<file path="src/rtl/tenyr_trap_ctrl.sv">
// Trap/interrupt controller: latches and masks requests, raises trap by fixed priority,
// snoops the trap-acknowledge store for EPC. Optional edge mode: TENYR_TRAP_CTRL_EDGE_EN.
`ifndef TRAP_ADDR
`define TRAP_ADDR 32'h0000_0100
`endif

module tenyr_trap_ctrl #(
  parameter int unsigned NIRQ     = 8,
  parameter logic [31:0] BASE     = 32'h0000_0200,
  parameter logic [31:0] ACK_ADDR = `TRAP_ADDR
) (
  input  logic            clk,
  input  logic            reset_n,
  input  logic [NIRQ-1:0] irq,
  input  logic            strobe,
  input  logic            mem_rw,
  input  logic [31:0]     d_addr,
  input  logic [31:0]     d_wdata,
  output logic [31:0]     d_rdata,
  output logic            d_oe,
  output logic            trap
);

  localparam int unsigned CW = 4;

  typedef enum logic [1:0] {IDLE, ASSERT, SERVICE} state_t;

  state_t          state, state_n;
  logic [NIRQ-1:0] pending, mask, req, irq_set, pend_n, ack_clr, w1c_bits;
  logic [CW-1:0]   cause, win;
  logic [31:0]     epc, off;
  logic            wr, rd_hit, ack, eoi, trap_n, ld_cause, ld_epc, found;

  assign off    = d_addr - BASE;
  assign wr     = strobe & mem_rw;
  assign rd_hit = reset_n & strobe & ~mem_rw & (off < 32'd4);
  assign ack    = wr & (d_addr == ACK_ADDR) & (state == ASSERT);
  assign eoi    = wr & (off == 32'd4);
  assign req    = pending & mask;

  // Zero-latency read path: the core latches d_data in the strobe cycle
  always_comb begin
    d_oe    = rd_hit;
    d_rdata = '0;
    if (rd_hit) begin
      case (off[1:0])
        2'd0:    d_rdata = 32'(pending);
        2'd1:    d_rdata = 32'(mask);
        2'd2:    d_rdata = 32'(cause);
        default: d_rdata = epc;
      endcase
    end
  end

`ifdef TENYR_TRAP_CTRL_EDGE_EN
  logic [NIRQ-1:0] sync1, sync2, prev;

  always_ff @(posedge clk) begin
    if (!reset_n) begin
      sync1 <= '0;
      sync2 <= '0;
      prev  <= '0;
    end else begin
      sync1 <= irq;
      sync2 <= sync1;
      prev  <= sync2;
    end
  end

  assign irq_set = sync2 & ~prev;
`else
  assign irq_set = irq;
`endif

  // Lowest set index wins
  always_comb begin
    win   = '0;
    found = 1'b0;
    for (int i = 0; i < NIRQ; i++) begin
      if (req[i] && !found) begin
        win   = CW'(i);
        found = 1'b1;
      end
    end
  end

  // New requests override both W1C and the acknowledge clear
  always_comb begin
    ack_clr  = '0;
    w1c_bits = '0;
    for (int i = 0; i < NIRQ; i++) begin
      ack_clr[i] = ack && (CW'(i) == cause);
    end
    if (wr && (off == 32'd0)) begin
      w1c_bits = d_wdata[NIRQ-1:0];
    end
    pend_n = (pending & ~w1c_bits & ~ack_clr) | irq_set;
  end

  always_comb begin
    state_n  = state;
    trap_n   = trap;
    ld_cause = 1'b0;
    ld_epc   = 1'b0;
    case (state)
      IDLE: begin
        if (|req) begin
          state_n  = ASSERT;
          trap_n   = 1'b1;
          ld_cause = 1'b1;
        end
      end
      ASSERT: begin
        if (ack) begin
          state_n = SERVICE;
          trap_n  = 1'b0;
          ld_epc  = 1'b1;
        end
      end
      SERVICE: begin
        if (eoi) begin
          state_n = IDLE;
        end
      end
      default: begin
        state_n = IDLE;
        trap_n  = 1'b0;
      end
    endcase
  end

  always_ff @(posedge clk) begin
    if (!reset_n) begin
      state   <= IDLE;
      trap    <= 1'b0;
      pending <= '0;
      mask    <= '0;
      cause   <= '0;
      epc     <= '0;
    end else begin
      state   <= state_n;
      trap    <= trap_n;
      pending <= pend_n;
      if (wr && (off == 32'd1)) begin
        mask <= d_wdata[NIRQ-1:0];
      end
      if (ld_cause) begin
        cause <= win;
      end
      if (ld_epc) begin
        epc <= d_wdata;
      end
    end
  end

endmodule

</file>
<file path="config.mk">
export PLATFORM = sky130hd
export DESIGN_NAME = tenyr_trap_ctrl
export DESIGN_NICKNAME = d
export VERILOG_FILES = /design/src/rtl/tenyr_trap_ctrl.sv
export SDC_FILE = /design/constraint.sdc
export NUM_CORES = 1
export LEC_CHECK = 0
export BUFFER_PORTS_ARGS = -buffer_cell sky130_fd_sc_hd__buf_4
export CORE_AREA = 3 3 83 85
export CTS_CLUSTER_SIZE = 25
export DETAILED_ROUTE_END_ITERATION = 12
export DIE_AREA = 0 0 86 88
export HOLD_SLACK_MARGIN = 0.15
export PLACE_DENSITY = 0.79
export SLEW_MARGIN = 20
export SYNTH_ARGS = -nofsm -noshare
export SYNTH_HDL_FRONTEND = slang
export SYNTH_SLANG_ARGS = --single-unit
</file>
<file path="constraint.sdc">
create_clock -name clk -period 5.4 [get_ports clk]
set_input_delay 0.81 -clock clk [delete_from_list [all_inputs] [get_ports clk]]
set_output_delay 0.81 -clock clk [all_outputs]
set_load 0.02 [all_outputs]
</file>
# == Yosys cells after proc, flatten, opt, wreduce, memory -nomap -nowiden ==
# Cells that the tools add are included.
# Widths: inputs -> output; s select.
# totals
output_inout_bits,34
regBits,55
inputBits,76
# op_classes
mux,28
magnitude_cmp,1
reduce_logical,31
addsub,1
bitwise_logic,15
n_eq_ne,17
# ops
operator,count
$pmux 32 s3,1
$eq 32x1->1 const B,1
$eq 32x3->1 const B,1
$eq 32x9->1 const B,1
$logic_not 32->1,1
$lt 32x3->1 const B,1
$mux 32,1
$sub 32x10->32 const B,1
$and 8x8->8,3
$mux 4,6
$logic_and 1x1->1,17
$eq 3x4->1 const A,4
$not 8->8,2
$mux 1,14
$eq 2x4->1 const A,2
$mux 8,1
$or 8x8->8,1
$reduce_or 8->1,1
$and 1x1->1,7
$logic_not 1->1,7
$mux 2,3
$ne 2x2->1 const B,3
$pmux 2 s3,1
$reduce_and 3->1,2
7 further kinds,11

# == Logic depth before layout (Yosys ltp) ==
# logic_depth
depth_word,23
mapped_depth,11
depth_no_buf,10

# == Worst setup path before layout ==
# OpenSTA, ideal clock, no wires.
# synth_timing
path_type,input-to-output
startpoint,input d_addr[12]
endpoint,output d_rdata[25]
path_buffers,1
t_required_ps,4590
arrival_time_ps,2971
path_stages,9
path_slack_ps,1619
cell_sequence,nor4_4 > nand3_4 > o31a_1 > or2_4 > nor3_2 > nand3_1 > inv_2 > buf_2 > and3_1
# synth_via
elab_chain_cells,4
# synth_lines
item,line,source
from (decl),17,"input logic [31:0] d_addr,"
$sub 32x10->32,34,assign off = d_addr - BASE;
$lt 32x3->1,36,assign rd_hit = reset_n & strobe & ~mem_rw & (off < 32'd4);
$and 1x1->1,36,
net d_oe,20,"output logic d_oe,"
$mux 32,45,if (rd_hit) begin
to (decl),19,"output logic [31:0] d_rdata,"
# The timed path passes the listed nets, and every way through them passes these cells.

# == Worst setup path after layout ==
# layout_timing
startpoint,input d_addr[9]
endpoint,output d_rdata[29]
# layout_via
elab_chain_cells,4
# layout_lines
item,line
$sub 32x10->32,34
$lt 32x3->1,36
$and 1x1->1,36
$mux 32,45
# Every way passes these cells.

==> flow_metrics.env <==
export IMPL_status="complete, no violations"
export IMPL_min_delay_path_class="reg -> reg"
export IMPL_cts_tree="done"
export IMPL_part_of_the_yosys_area_used_for_sequential_elements=0.348
export IMPL_share_of_synthesized_registers_carrying_an_async_set_or_reset=0
export IMPL_endpoint_kind="output port"
export IMPL_syn_avg_cell_area_sq_um=8.01
export IMPL_antenna_cells_inserted=0
export IMPL_placementRows=29
export IMPL_worst_hold_slack_ns=0.461
export IMPL_synthAdderAreaFrac=0.00403
export IMPL_num_io_pins=110
export IMPL_worst_clock_skew_on_the_final_layout_ns=0.00637
export IMPL_layout_common_cells="sky130_fd_sc_hd__buf_4, sky130_fd_sc_hd__nand2_1, sky130_fd_sc_hd__dfxtp_1, sky130_fd_sc_hd__a21boi_0, sky130_fd_sc_hd__and3_1"
export IMPL_finalInstanceArea_sq_um=4040
export IMPL_synthDominantCellAreaShare=0.348
export IMPL_drive_gt1_frac=0.285
export IMPL_critical_path_destination="d_rdata[29]"
export IMPL_fmax_ghz=0.230
export IMPL_synth_yosys_warnings=0
export IMPL_first_global_vias=3023
export IMPL_r2r_setup_slack_ns=3.86
export IMPL_post_cts_hold_buffer_count=0
export IMPL_post_cts_buffers=0
export IMPL_cells_along_the_critical_path="buf_4 -> inv_1 -> ha_1 -> nor3b_1 -> nand3_1 -> a21oi_1 -> nand4_1 -> nor3_2 -> nand3_1 -> inv_2 -> and3_1 -> buf_4"
export IMPL_crit_path_top_delay_cell="sky130_fd_sc_hd__nor3b_1"
export IMPL_syn2layout_area_growth_pct=30.1
export IMPL_wl_um=8760
export IMPL_largest_family_of_logic_cells_by_synthesized_area="simple AND/OR/NAND/NOR gates"
export IMPL_number_of_slew_limit_violations_in_the_final_report=0
export IMPL_synthDistinctLibCells=53
export IMPL_global_route_usage_over_all_layers=0.235
export IMPL_setup_ws_ns=1.05
export IMPL_post_cts_resize_count=0
export IMPL_final_hold_violation_count=0
export IMPL_vias=3112
export IMPL_timing_max_cap_violations=0
export IMPL_grt_antenna_before_repair=0
export IMPL_type_of_the_worst_setup_path="in -> out"
export IMPL_dp_cells=553
export IMPL_startpoint_type="input port"
export IMPL_power_density_nw_per_um2=183
export IMPL_setup_violations_final=0
export IMPL_detailed_place_area_sq_um=3950
export IMPL_grt_first_pass_wirelength_um=14200
export IMPL_global_placer_s_final_weighted_congestion=0.883
export IMPL_crit_path_max_fanout=28
export IMPL_relSlewSlack=0.429
export IMPL_grt_overflow_total=0
export IMPL_syn_inst=388
export IMPL_instances_no_fill=561
export IMPL_r2r_cells=5
export IMPL_p_leak_uw=0.00165
export IMPL_ys_flop_type="sky130_fd_sc_hd__dfxtp_1"
export IMPL_final_period_utilization=0.806
export IMPL_cp_data_arrival_time_ns=3.54
export IMPL_num_nets_final=560
export IMPL_cpPeakStageDelay_ns=0.36
export IMPL_detail_route_antenna_nets=0
export IMPL_initial_utilization=0.495
export IMPL_place_detailed_hpwl_um=6490
export IMPL_pre_cts_slack_ns=1.09
export IMPL_worst_path_top_cell_family_by_delay="simple AND/OR/NAND/NOR gates"
export IMPL_worst_slew_pin_transition_ns=0.851
export IMPL_first_pass_iters=4
export IMPL_yosys_top_cells_area="sky130_fd_sc_hd__dfxtp_1, sky130_fd_sc_hd__nand2_1, sky130_fd_sc_hd__a21boi_0"
export IMPL_synth_area_sq_um=3110
export IMPL_clkLatencyLatePin_ns=0.31
export IMPL_synth_edf_count=0
export IMPL_htree_levels=2
export IMPL_largest_net_degree_at_the_start_of_global_routing=56
export IMPL_reg2reg_from="state[0]$_SDFFE_PN0P_"
export IMPL_ys_ff_latch=54
export IMPL_muxShareOfSynthArea=0.0656
export IMPL_cts_sinks=54
export IMPL_io_buffers=109
export IMPL_clk_pin_slew_ns=0.09
export IMPL_dieHeight_um=88
export IMPL_final_common_cell="sky130_fd_sc_hd__buf_4"
export IMPL_drt_drc=0
export IMPL_crit_path_start="d_addr[9]"
export IMPL_critPathRequiredTime_ns=4.59
export IMPL_regToRegEndpoint="pending[1]$_SDFF_PN0_"
export IMPL_core_area_sq_um=6280
export IMPL_drtIter0Drc=147
export IMPL_crit_cells=12
export IMPL_clock_tree_root_cell="sky130_fd_sc_hd__clkbuf_8"
export IMPL_clock_tree_buffer_depth=2
export IMPL_post_drt_wl_per_cell_um=15.6
export IMPL_fp_dieArea_sq_um=7570
export IMPL_synth_area_leader_cell="sky130_fd_sc_hd__dfxtp_1"
export IMPL_timing_setup_tns_ns=0
export IMPL_synth_simple_area_share=0.331
export IMPL_vdd_ir_drop_worst_mv=0.166
export IMPL_critical_path_buf_inv_count=4
export IMPL_finalCriticalPeriod_ns=4.35
export IMPL_synthXorXnorAreaFrac=0.00564
export IMPL_die_width_um=86
export IMPL_synth_compound_area_share=0.209
export IMPL_setup_repair_after_global_routing_missed_its_margin="no"
export IMPL_syn_nets=465
export IMPL_detail_route_vias_per_cell=5.55
export IMPL_tritoncts_num_buffers=5
## sequential cells by signal (all words and copies together) (netlist names)
name / flops
cause: 3
epc: 32
trap: 1
pending: 8
state: 2
mask: 8
## routing by layer
layer	up-vias	track usage	wire length, um
met5	-	0	0
met4	0	0.0705	94
met3	12	0.0517	505
met2	97	0.409	4460
met1	1428	0.290	3700
li1	1575	-	-
## Yosys cell counts (all sizes together) (2+ instances only)
master  instances
nand2          77
dfxtp          54
a21boi         33
and3           25
clkbuf         22
nor2           21
a21oi          15
nand3          11
o21ai          10
nor2b           9
o21a            9
mux2i           8
nor3            8
nor4            7
and2            6
inv             6
a22oi           5
mux2            5
nand4           5
nand2b          4
nor3b           4
o41ai           4
mux4            3
nand3b          3
nand4b          3
o31ai           3
or2             3
a221oi          2
a31oi           2
and4            2
buf             2
nor4bb          2
o31a            2
or4             2
## through the flow
stage	util	total power, uW
global placement	0.629	516
CTS	0.644	749
global route	0.644	773
detailed placement	0.629	517
finish	0.644	740
floorplan	-	456
## cells by family after synthesis
kind of cell | Yosys count
AOI/OAI and AO/OA | 92
xor gates and xnor gates | 2
adders and majority gates | 1
buffers and inverters | 30
DFF | 54
muxes | 16
and+or+nand+nor | 193
## where the power goes
part | switching (uW) | internal (uW)
Clock | 128 | 104
Combinational | 43.5 | 56.9
Sequential | 4.54 | 403
Total | 176 | 563
## tightest hold or removal path: stages, from the launching register on
cell	delay, ns
sky130_fd_sc_hd__dfxtp_1	0.32
sky130_fd_sc_hd__nand2_1	0.04
sky130_fd_sc_hd__a21boi_0	0.06
## worst min path at each step
stage | start | endpoint | cells past startpoint
2_1_floorplan | epc[10]$_SDFFE_PN0P_ | epc[10]$_SDFFE_PN0P_ | 2
3_3_place_gp | epc[8]$_SDFFE_PN0P_ | epc[8]$_SDFFE_PN0P_ | 2
3_5_place_dp | epc[15]$_SDFFE_PN0P_ | epc[15]$_SDFFE_PN0P_ | 2
4_1_cts | epc[8]$_SDFFE_PN0P_ | epc[8]$_SDFFE_PN0P_ | 2
5_1_grt | epc[8]$_SDFFE_PN0P_ | epc[8]$_SDFFE_PN0P_ | 2
6_report | epc[15]$_SDFFE_PN0P_ | epc[15]$_SDFFE_PN0P_ | 2
## cell type report
class,instances,area (sq um)
fillers,545,2230
multi-input cells,304,1910
flip-flops and latches,54,1080
repair buffers,112,841
well taps,77,96.3
clock buffers,7,86.3
inverters,6,22.5
clock inverters,1,5.00
Note: power is estimated with default switching activity, not from simulation.
